[src/rtl/diag_io_pkg.sv]
// Shared constants for the diagnostic input conditioner: status field offsets,
// the CSR command bit and the maximum channel count.
package diag_io_pkg;

    localparam int STAT_LEVEL_LSB    = 0;
    localparam int STAT_RISE_LSB     = 8;
    localparam int STAT_FALL_LSB     = 16;
    localparam int CMD_SET_LIMIT_BIT = 31;
    localparam int MAX_INPUT_WIDTH   = 4;

endpackage

[src/rtl/diag_debounce_channel.sv]
// One conditioned input: two-flop synchronizer, optional debounce counter,
// stable level and sticky rise/fall bits. Counter exists only with DIAG_INPUT_DEBOUNCE_EN.
module diag_debounce_channel #(
    parameter int   DEBOUNCE_WIDTH = 16,
    parameter logic RESET_LEVEL    = 1'b0
) (
    input  logic                      clk,
    input  logic                      rst_n,
    input  logic                      raw,
`ifdef DIAG_INPUT_DEBOUNCE_EN
    input  logic [DEBOUNCE_WIDTH-1:0] eff_limit,
`endif
    input  logic                      clr_rise,
    input  logic                      clr_fall,
    output logic                      level,
    output logic                      rise,
    output logic                      fall
);

    logic s1_r, s2_r, q_r, rise_r, fall_r;
    logic q_next_s, rise_next_s, fall_next_s;

`ifdef DIAG_INPUT_DEBOUNCE_EN
    logic [DEBOUNCE_WIDTH-1:0] cnt_r, cnt_next_s;

    // Debounce decision; >= lets a shortened limit fire on the next mismatching edge
    always_comb begin
        q_next_s   = q_r;
        cnt_next_s = '0;
        if (s2_r == q_r) begin
            cnt_next_s = '0;
        end else if (cnt_r >= (eff_limit - DEBOUNCE_WIDTH'(1))) begin
            q_next_s   = s2_r;
            cnt_next_s = '0;
        end else begin
            cnt_next_s = cnt_r + DEBOUNCE_WIDTH'(1);
        end
    end

    // Debounce counter register
    always_ff @(posedge clk or negedge rst_n) begin
        if (!rst_n) begin
            cnt_r <= '0;
        end else begin
            cnt_r <= cnt_next_s;
        end
    end
`else
    logic [DEBOUNCE_WIDTH-1:0] unused_cnt_s;
    assign unused_cnt_s = '0;

    // Without debounce the stable level simply follows the synchronizer
    always_comb begin
        q_next_s = s2_r;
    end
`endif

    // Sticky edge bits: a set on the same edge as a clear wins
    always_comb begin
        rise_next_s = (rise_r & ~clr_rise) | (~q_r &  q_next_s);
        fall_next_s = (fall_r & ~clr_fall) | ( q_r & ~q_next_s);
    end

    // Synchronizer, stable level and sticky registers
    always_ff @(posedge clk or negedge rst_n) begin
        if (!rst_n) begin
            s1_r   <= RESET_LEVEL;
            s2_r   <= RESET_LEVEL;
            q_r    <= RESET_LEVEL;
            rise_r <= 1'b0;
            fall_r <= 1'b0;
        end else begin
            s1_r   <= raw;
            s2_r   <= s1_r;
            q_r    <= q_next_s;
            rise_r <= rise_next_s;
            fall_r <= fall_next_s;
        end
    end

    assign level = q_r;
    assign rise  = rise_r;
    assign fall  = fall_r;

endmodule

[src/rtl/diag_input_conditioner.sv]
// Conditions the diagnostic pins and aux switch, holds the debounce limit and
// assembles the W1C status word. Debounce is enabled by DIAG_INPUT_DEBOUNCE_EN.
module diag_input_conditioner
    import diag_io_pkg::*;
#(
    parameter int INPUT_WIDTH      = 4,
    parameter int DEBOUNCE_WIDTH   = 16,
    parameter int DEBOUNCE_DEFAULT = 1000
) (
    input  logic                   sysClk,
    input  logic                   sysReset_n,
    input  logic                   csrStrobe,
    input  logic [31:0]            GPIO_OUT,
    output logic [31:0]            status,
    input  logic [INPUT_WIDTH-1:0] rawIn,
    input  logic                   rawAuxSwitch_n,
    output logic [INPUT_WIDTH-1:0] diagnosticIn,
    output logic                   auxSwitch_n
);

    localparam int N = INPUT_WIDTH + 1;

    logic [N-1:0] raw_s, level_s, rise_s, fall_s, clr_rise_s, clr_fall_s;
    logic         clear_cmd_s;
    logic         unused_gpio_s;

    assign raw_s         = {rawAuxSwitch_n, rawIn};
    assign clear_cmd_s   = csrStrobe & ~GPIO_OUT[CMD_SET_LIMIT_BIT];
    assign unused_gpio_s = ^GPIO_OUT;

`ifdef DIAG_INPUT_DEBOUNCE_EN
    logic [DEBOUNCE_WIDTH-1:0] limit_r, eff_limit_s;

    // Debounce limit register, loaded by a set-limit CSR write
    always_ff @(posedge sysClk or negedge sysReset_n) begin
        if (!sysReset_n) begin
            limit_r <= DEBOUNCE_WIDTH'(DEBOUNCE_DEFAULT);
        end else if (csrStrobe && GPIO_OUT[CMD_SET_LIMIT_BIT]) begin
            limit_r <= GPIO_OUT[DEBOUNCE_WIDTH-1:0];
        end else begin
            limit_r <= limit_r;
        end
    end

    assign eff_limit_s = (limit_r == '0) ? DEBOUNCE_WIDTH'(1) : limit_r;
`else
    logic [DEBOUNCE_WIDTH-1:0] unused_limit_s;
    assign unused_limit_s = DEBOUNCE_WIDTH'(DEBOUNCE_DEFAULT);
`endif

    for (genvar i = 0; i < N; i++) begin : g_ch
        assign clr_rise_s[i] = clear_cmd_s & GPIO_OUT[STAT_RISE_LSB + i];
        assign clr_fall_s[i] = clear_cmd_s & GPIO_OUT[STAT_FALL_LSB + i];

        diag_debounce_channel #(
            .DEBOUNCE_WIDTH (DEBOUNCE_WIDTH),
            .RESET_LEVEL    ((i == INPUT_WIDTH) ? 1'b1 : 1'b0)
        ) u_ch (
            .clk       (sysClk),
            .rst_n     (sysReset_n),
            .raw       (raw_s[i]),
`ifdef DIAG_INPUT_DEBOUNCE_EN
            .eff_limit (eff_limit_s),
`endif
            .clr_rise  (clr_rise_s[i]),
            .clr_fall  (clr_fall_s[i]),
            .level     (level_s[i]),
            .rise      (rise_s[i]),
            .fall      (fall_s[i])
        );
    end

    // Status word assembled straight from channel registers
    always_comb begin
        status = 32'h0000_0000;
        status[STAT_LEVEL_LSB +: N] = level_s;
        status[STAT_RISE_LSB  +: N] = rise_s;
        status[STAT_FALL_LSB  +: N] = fall_s;
    end

    assign diagnosticIn = level_s[INPUT_WIDTH-1:0];
    assign auxSwitch_n  = level_s[INPUT_WIDTH];

endmodule

[config.mk]
export PLATFORM = sky130hd
export DESIGN_NAME = diag_input_conditioner
export DESIGN_NICKNAME = d
export VERILOG_FILES = /design/src/rtl/diag_io_pkg.sv /design/src/rtl/diag_debounce_channel.sv /design/src/rtl/diag_input_conditioner.sv
export SDC_FILE = /design/constraint.sdc
export NUM_CORES = 1
export LEC_CHECK = 0
export CAP_MARGIN = 20
export CORE_MARGIN = 4
export CORE_UTILIZATION = 37
export DETAILED_ROUTE_END_ITERATION = 8
export GPL_TIMING_DRIVEN = 0
export HOLD_SLACK_MARGIN = 0.1
export PLACE_DENSITY_LB_ADDON = 0.25
export SLEW_MARGIN = 30
export SYNTH_ARGS = -nofsm -noshare
export SYNTH_HDL_FRONTEND = slang
export SYNTH_SLANG_ARGS = --single-unit
export TNS_END_PERCENT = 50
[constraint.sdc]
create_clock -name sysClk -period 2.7 [get_ports sysClk]
set_input_delay 0.675 -clock sysClk [delete_from_list [all_inputs] [get_ports sysClk]]
set_output_delay 0.675 -clock sysClk [all_outputs]
set_load 0.05 [all_outputs]
[Word-level counts from Yosys, hierarchy flattened]
Index checks and enable logic that the tools add are counted.
Word-level totals
  flip-flop bits (word level): 25
  latch bits: 0
  bits in writable memories: 0
  memory bits (read-only): 0
  input bits: 40
  output and inout bits: 37
  word-level logic and storage cells: 87
  memories kept: 0
Operators by class
  add/sub/neg operators: 0
  multiply operators: 0
  div/mod/pow operators: 0
  magnitude comparators: 0
  equality and inequality tests: 0
  shifts and indexed selects: 0
  muxes and demuxes: 0
  bitwise logic cells: 62
  reduce and logical (&&, ||, !) cells: 0
Operators with widths (count)
  $and A1 B1 Y1: 31
  $not A1 Y1: 21
  $or A1 B1 Y1: 10

[Depth between registers and ports, before layout]
Gate-level depths: netlist of the first run.
  depth after elaboration: 6
  gate-level depth with buffers: 3
  mapped depth without buffers: 2

[Cells and area by module]
From an unflattened synthesis of the first run, not the netlist that was laid out.
Unflattened totals
  cells, all modules: 83
  area total of the unflattened synthesis: 1017.2 um^2
By module, submodules not included
  diag_debounce_channel (g_ch[0].u_ch ...): instances 4, cells an instance 10, area an instance 151.4 um^2, sequential area each 125.1 um^2
  diag_input_conditioner: instances 1, cells an instance 33, area an instance 256.5 um^2, sequential area each 0.0 um^2
  diag_debounce_channel (g_ch[4].u_ch): instances 1, cells an instance 10, area an instance 155.1 um^2, sequential area each 128.9 um^2

[Worst setup path before layout of the first run]
OpenSTA, ideal clock, no wires.
  kind: register to output
  from: register g_ch[4].u_ch.q_r
  to: output port status[4]
  arrival: 0.939 ns
  required time: 2.025 ns
  path slack: 1.086 ns
  stages on the path, launching flop included: 2
  buffers on the path: 1
  path through: dfstp_2 buf_4
RTL lines
  start, declared: RTL line diag_debounce_channel.sv:20  | logic s1_r, s2_r, q_r, rise_r, fall_r;
  start signal, assigned: RTL line diag_debounce_channel.sv:75  | q_r <= q_next_s;
  end, declared: RTL line diag_input_conditioner.sv:14  | output logic [31:0] status,
No word-level cell between the ends.

[Final worst setup path of the first run]
  from: register g_ch[4].u_ch.q_r
  to: output port status[4]
No word-level cell between the ends.

==> metrics.md, run 1 <==
| Metric | Value |
|---|---|
| Non-Filler Instances | `176` |
| Syn-to-layout area delta | `44.7%` |
| Post-DR wirelength/cell | `10.8 um` |
| Placer congestion estimate | `0.691` |
| CTS tree | `done` |
| Starting DRT DRC Count | `15` |
| Number of vias per cell | `4.02` |
| Routed WL | `1910 um` |
| Post-synthesis compound-gate area fraction | `7.99%` |
| Worst Path Required | `2.03 ns` |
| Yosys top cell area share | `50.2%` |
| Comb pwr share | `34.4%` |
| Sw Ratio | `33.7%` |
| Clock-pin slew on the worst setup and hold paths | `0.12 ns` |
| Max-cap violations | `0` |
| Grt ovf | `0` |
| Slew Limit Fails | `0` |
| Peak supply drop | `281 uV` |
| Max_slew headroom | `64.4%` |
| P_int | `584 uW` |
| Post-synthesis mux area share | `0%` |
| Final hold violation count | `0` |
| Largest net degree at the start of global routing | `26` |
| CP Launch Point | `g_ch[4].u_ch.level` |
| # setup viols final | `0` |
| Core area | `2810 um2` |
| Die Wd | `62.4 um` |
| Xor and xnor fraction of the mapped netlist area | `0%` |
| WP data arrival | `1.78 ns` |
| Psw | `297 uW` |
| First-pass GRT wire length | `3140 um` |
| Die area | `3900 um2` |
| Startpoint Class | `flip-flop` |
| Critical path endpoint category | `primary output` |
| Status | `finished clean` |
| Synth Area in Adders | `0%` |
| Hold Path Class | `input pin to async pin` |
| Num rows | `19` |
| Fin nets | `186` |
| Vias in the first global route | `718` |
| Syn Inst Count | `88` |
| Clock sinks | `25` |
| Syn avg cell area | `12.5 um2` |
| Share of the yosys chip area belonging to registers | `57.4%` |
| R2R Path Start | `g_ch[4].u_ch.q_next_s` |
| Die Y | `62.4 um` |
| Crit Path Category | `flip-flop to primary output` |
| Ys Warns | `0` |
| Reg2reg setup slack | `1.78 ns` |
| Starting Density | `39.1%` |
| Main combinational cell family by area after synthesis | `buffers and inverters` |
| DR pass1 iterations | `4` |
| Diodes inserted | `0` |
| Later-pin clock latency in the skew report | `0.30 ns` |
| Max Fanout on Critical Path | `4` |
| Reg2reg end | `g_ch[4].u_ch.fall` |
| #FFs+latches synth | `25` |
| Placed Instances | `172` |
| Fin crit period | `2.45 ns` |
| Mapped cell area | `1100 um2` |
| Worst Setup EP | `status[4]` |
| Synth Area in Simple Gates | `6.85%` |
| Setup_tns | `0 ns` |
| Clock buffer depth | `2` |
| DRC Markers | `0` |
| RSZ-0062 raised after global routing | `false` |
| Layout fillers | `275` |
| Power Dens Cells | `555 nW/um2` |
| Resized cells post-CTS | `0` |
| Reg2Reg Depth | `2` |
| Postcts setup bufs | `0` |
| Top Ports | `77` |
| Synth cell types | `9` |
| H-tree Lvls | `1` |
| Yosys top cell by area | `dfrtp_1` |
| Synth area leaders | `dfrtp_1, buf_4, dfstp_2` |
| Total CTS buffers | `3` |
| Final ANT Viol Nets | `0` |
| # hold bufs at CTS | `0` |
| Max Clock Skew | `0.000569 ns` |
| Part of the power in registers | `47.8%` |
| Clock Root Buffer | `clkbuf_4` |
| Fin crit share | `90.8%` |
| Clock share of power | `17.8%` |
| Global Route Usage Sum | `10.0%` |
| IO Port Bufs | `37` |
| Initial antenna violation count | `0` |
| Actual slew at the worst max-slew pin | `0.534 ns` |
| Leakage | `0.760 nW` |
| Via Count | `708` |
| Layout cells sized above 1 | `30.3%` |
| Fmax | `408 MHz` |
==> flip-flops by register name (all words and copies together), names as in the netlist <==
register            count
g_ch.u_ch.s1_r          5
g_ch.u_ch.fall          5
g_ch.u_ch.level         5
g_ch.u_ch.q_next_s      5
g_ch.u_ch.rise          5
==> worst min-delay path by stage <==
stage,cells after the start,from,slack (ns),endpoint
final,1,sysReset_n,0.33,g_ch[4].u_ch.rise
after floorplan,0,g_ch[0].u_ch.s1_r,0.33,g_ch[0].u_ch.q_next_s
after detailed placement,0,g_ch[2].u_ch.s1_r,0.33,g_ch[2].u_ch.q_next_s
after global routing,1,sysReset_n,0.36,g_ch[4].u_ch.fall
after CTS,1,sysReset_n,0.34,g_ch[4].u_ch.fall
after global placement,0,g_ch[1].u_ch.s1_r,0.33,g_ch[1].u_ch.q_next_s
==> cell type report <==
cell class                      instances  area, um2  area share (%)
Buffer                                 37        282            17.7
Clock buffer                            4       26.3            1.66
Inverter                                5       18.8            1.18
Timing Repair Buffer                   37        365            23.0
Tap cell                               31       38.8            2.44
Sequential cell                        25        629            39.7
Multi-Input combinational cell         37        226            14.3
==> Yosys cell counts <==
| cell | n |
|---|---|
| dfrtp_1 | 22 |
| a22o_1 | 5 |
| buf_4 | 36 |
| inv_1 | 5 |
| o2bb2ai_1 | 5 |
| dfstp_2 | 3 |
| buf_6 | 1 |
| nand3b_1 | 10 |
| conb_1 | 1 |
==> cells in the final DEF, fill, tap and decap left out, drive strengths merged <==
cell,synthesis,routed
conb,1,17
dfstp,3,3
dfrtp,22,22
buf,37,38
clkbuf,0,4
clkdlybuf4s50,0,36
nand3b,10,10
o2bb2ai,5,5
inv,5,5
a22o,5,5
==> power groups by stage <==
| stage | logic, mW | clock network, mW | registers (mW) |
|---|---|---|---|
| 2_1_floorplan | 0.218 | 0 | 0.426 |
| 3_3_place_gp | 0.303 | 0 | 0.427 |
| 3_5_place_dp | 0.304 | 0 | 0.428 |
| 4_1_cts | 0.305 | 0.168 | 0.421 |
| 5_1_grt | 0.318 | 0.180 | 0.425 |
| 6_report | 0.303 | 0.157 | 0.421 |
==> per-stage QoR <==
stage	cell area [um2]	worst slack, ns	hold WS, ns	utilization [%]	power [mW]
after floorplan	1160	1.09	0.331	-	0.645
after global placement	1570	0.593	0.334	55.8	0.730
after global routing	1590	0.185	0.360	56.6	0.924
after detailed placement	1560	0.591	0.335	55.6	0.732
after CTS	1590	0.220	0.339	56.6	0.894
final	1590	0.249	0.331	56.6	0.881
==> layer usage <==
metal | global-route usage, % | part of all wire (%) | vias to the layer above | routed length (um)
met4 | 4.13 | 0.73 | 0 | 14
li1 | - | - | 348 | -
met2 | 16.6 | 47 | 38 | 893
met5 | 0 | 0 | - | 0
met1 | 12.0 | 43 | 320 | 823
met3 | 3.24 | 9.2 | 2 | 176
==> logic make-up (layout without fill, tap and decap cells) <==
group / Yosys count / in the layout
buffers and inverters: 42 / 83
flip-flops: 25 / 25
other: 1 / 17
AO/OA/AOI/OAI: 10 / 10
AND/OR/NAND/NOR: 10 / 10
==> critical path: stages, from the launching register on <==
cell,delay [ns]
dfstp_2,0.58
buf_4,0.10
clkdlybuf4s50_1,0.79
(Power assumes the default switching activity.)
==> inputs of run 2 (changes only) <==
--- a/config.mk
+++ b/config.mk
@@ -12,7 +12,7 @@
 export GPL_TIMING_DRIVEN = 0
 export HOLD_SLACK_MARGIN = 0.1
 export PLACE_DENSITY_LB_ADDON = 0.25
-export SLEW_MARGIN = 30
+export SLEW_MARGIN = 20
 export SYNTH_ARGS = -nofsm -noshare
 export SYNTH_HDL_FRONTEND = slang
 export SYNTH_SLANG_ARGS = --single-unit
==> run 2 against run 1 <==
Against the previous run: sequential power is essentially flat; clock-buffer cell count is the same; clock power is essentially flat; wire length shrank 1.3%; global-route usage shrank 0.11 points; largest cell class unchanged.
==> metrics.md, run 2 (synthesis results as in run 1) <==
| Metric | Value |
|---|---|
| Status | `finished clean` |
| Final worst slack | `0.239 ns (-0.00989 ns)` |
| CP top delay family | `buffers and inverters` |
| Hold Path Class | `input pin to async pin` |
| Layout cells sized above 1 | `30.3% (unchanged)` |
| P_int | `584 uW (about the same)` |
| Postcts setup bufs | `0 (unchanged)` |
| H-tree Lvls | `1 (unchanged)` |
| Global Route Usage Sum | `9.92% (-0.11 points)` |
| Worst Path Required | `2.03 ns (about the same)` |
| Total CTS buffers | `3 (unchanged)` |
| Slowest CP cell | `clkdlybuf4s50_1` |
| CTS tree | `done` |
| Clock Root Buffer | `clkbuf_4` |
| Wire length on met3 | `176 um (unchanged)` |
| Die Y | `62.4 um (unchanged)` |
| Syn-to-layout area delta | `44.7% (unchanged)` |
| Placed Instances | `172 (unchanged)` |
| Layout fillers | `270 (-1.8%)` |
| # setup viols final | `0 (unchanged)` |
| CP cell instances | `buf_4, clkdlybuf4s50_1` |
| Crit-path max cell delay | `0.79 ns (about the same)` |
| WP data arrival | `1.79 ns (about the same)` |
| Reg2Reg Depth | `2 (unchanged)` |
| Clock sinks | `25 (unchanged)` |
| Max_slew headroom | `64.4% (about the same)` |
| Fin crit period | `2.46 ns (+0.00989 ns)` |
| IO Port Bufs | `37 (unchanged)` |
| Setup WS pre-CTS | `0.586 ns (-0.00557 ns)` |
| Critical path endpoint category | `primary output` |
| Actual slew at the worst max-slew pin | `0.535 ns (+0.000709 ns)` |
| Crit path depth | `2 (unchanged)` |
| Number of vias per cell | `4.09 (+1.6%)` |
| Die Wd | `62.4 um (unchanged)` |
| Diodes inserted | `0 (unchanged)` |
| Storage cell area | `629 um2 (unchanged)` |
| Sw Ratio | `33.8% (+0.12 points)` |
| Later-pin clock latency in the skew report | `0.30 ns (about the same)` |
| Cell area after layout | `1590 um2 (unchanged)` |
| Leakage | `0.760 nW (unchanged)` |
| DRC Markers | `0 (unchanged)` |
| Peak supply drop | `277 uV (-1.5%)` |
| Met1 wire length | `813 um (-1.2%)` |
| # hold bufs at CTS | `0 (unchanged)` |
| Starting Density | `39.1% (unchanged)` |
| Grt ovf | `0 (unchanged)` |
| Max Clock Skew | `0.00350 ns (+0.00293 ns)` |
| Comb pwr share | `34.3% (about the same)` |
| Final ANT Viol Nets | `0 (unchanged)` |
| Largest net degree at the start of global routing | `26 (unchanged)` |
| Post-DR wirelength/cell | `10.7 um (-1.3%)` |
| Clock-pin slew on the worst setup and hold paths | `0.13 ns (about the same)` |
| DR pass1 iterations | `2 (-2)` |
| Resized cells post-CTS | `0 (unchanged)` |
| Max Fanout on Critical Path | `4 (unchanged)` |
| Top layer in use | `met4` |
| Routed WL | `1880 um (-1.3%)` |
| Power Dens Cells | `556 nW/um2 (+0.18%)` |
| Top Ports | `77 (unchanged)` |
| Fin crit share | `91.2% (+0.37 points)` |
| Via Count | `719 (+1.6%)` |
| Setup_tns | `0 ns (unchanged)` |
| Die area | `3900 um2 (unchanged)` |
| Post-DP Area | `1570 um2 (+0.32%)` |
| Fin nets | `186 (unchanged)` |
| Clock buffer depth | `2 (unchanged)` |
| Dpl hpwl | `1500 um` |
| Commonest cells after routing, fill and taps aside | `buf_4, clkdlybuf4s50_1, dfrtp_1, conb_1, nand3b_1` |
| Non-Filler Instances | `176 (unchanged)` |
| Placer congestion estimate | `0.691 (unchanged)` |
| Vias in the first global route | `740 (+3.1%)` |
| First-pass GRT wire length | `3130 um (-0.22%)` |
| Final hold violation count | `0 (unchanged)` |
| Initial antenna violation count | `0 (unchanged)` |
| Core area | `2810 um2 (unchanged)` |
| Startpoint Class | `flip-flop` |
| Part of the power in registers | `47.7% (about the same)` |
| Num rows | `19 (unchanged)` |
| Crit Path Category | `flip-flop to primary output` |
| Buf/Inv on CP | `2 (unchanged)` |
| Clock share of power | `18.0% (+0.2 points)` |
| Met2 WL | `880 um (-1.5%)` |
| Fmax | `406 MHz (-0.40%)` |
| Starting DRT DRC Count | `17 (+2)` |
| Max-cap violations | `0 (unchanged)` |
| Footprint of the multi-input gates | `226 um2 (unchanged)` |
| Psw | `298 uW (+0.53%)` |
| RSZ-0062 raised after global routing | `false` |
| Slew Limit Fails | `0 (unchanged)` |
==> run 2: cell counts in the layout (fill, tap and decap cells not counted) <==
No cell type changed its count.
==> run 2: final cells by class <==
class                   instances  area share, %
clock buffers                   4           1.66
plain buffers                  37           17.7
inverters                       5           1.18
multi-input cells              37           14.3
flip-flops and latches         25           39.7
well taps                      31           2.44
repair buffers                 37           23.0
==> run 2: worst reg2reg max path, delay by kind of cell (launching register included) <==
family / cells / cell delay [ns]
DFF: 1 / 0.55
AOI/OAI and AO/OA: 1 / 0.21
buffers and inverters: 1 / 0.05
==> run 2: per-stage QoR <==
| stage | hold WS, ns | power, mW | utilization, % |
|---|---|---|---|
| 2_1_floorplan | 0.331 | 0.645 | - |
| 3_3_place_gp | 0.334 | 0.730 | 55.8 |
| 3_5_place_dp | 0.335 | 0.733 | 55.8 |
| 4_1_cts | 0.364 | 0.896 | 56.7 |
| 5_1_grt | 0.358 | 0.925 | 56.6 |
| 6_report | 0.327 | 0.883 | 56.6 |
==> run 2: path summary, 6_finish.rpt <==
kind                                  startpoint               endpoint  slack (ns)
max reg2reg                g_ch[4].u_ch.q_next_s      g_ch[4].u_ch.fall        1.79
min                                   sysReset_n      g_ch[4].u_ch.rise        0.33
min in group sysClk            g_ch[4].u_ch.s1_r  g_ch[4].u_ch.q_next_s        0.36
max                           g_ch[4].u_ch.level              status[4]        0.24
min reg2reg                    g_ch[4].u_ch.s1_r  g_ch[4].u_ch.q_next_s        0.36
max in group asynchronous             sysReset_n      g_ch[4].u_ch.s1_r        2.00
==> run 2: power groups by stage <==
stage	Clock, mW	Sequential [mW]	Combinational, mW
floorplan	0	0.426	0.218
global placement	0	0.427	0.303
detailed placement	0	0.428	0.305
CTS	0.169	0.421	0.305
global route	0.182	0.425	0.318
finish	0.158	0.421	0.303
==> run 2: per-layer routing <==
layer  track usage, %  vias up
li1                 -      350
met1             11.4      329
met2             16.9       38
met3             3.24        2
met4             4.13        0
met5                0        -
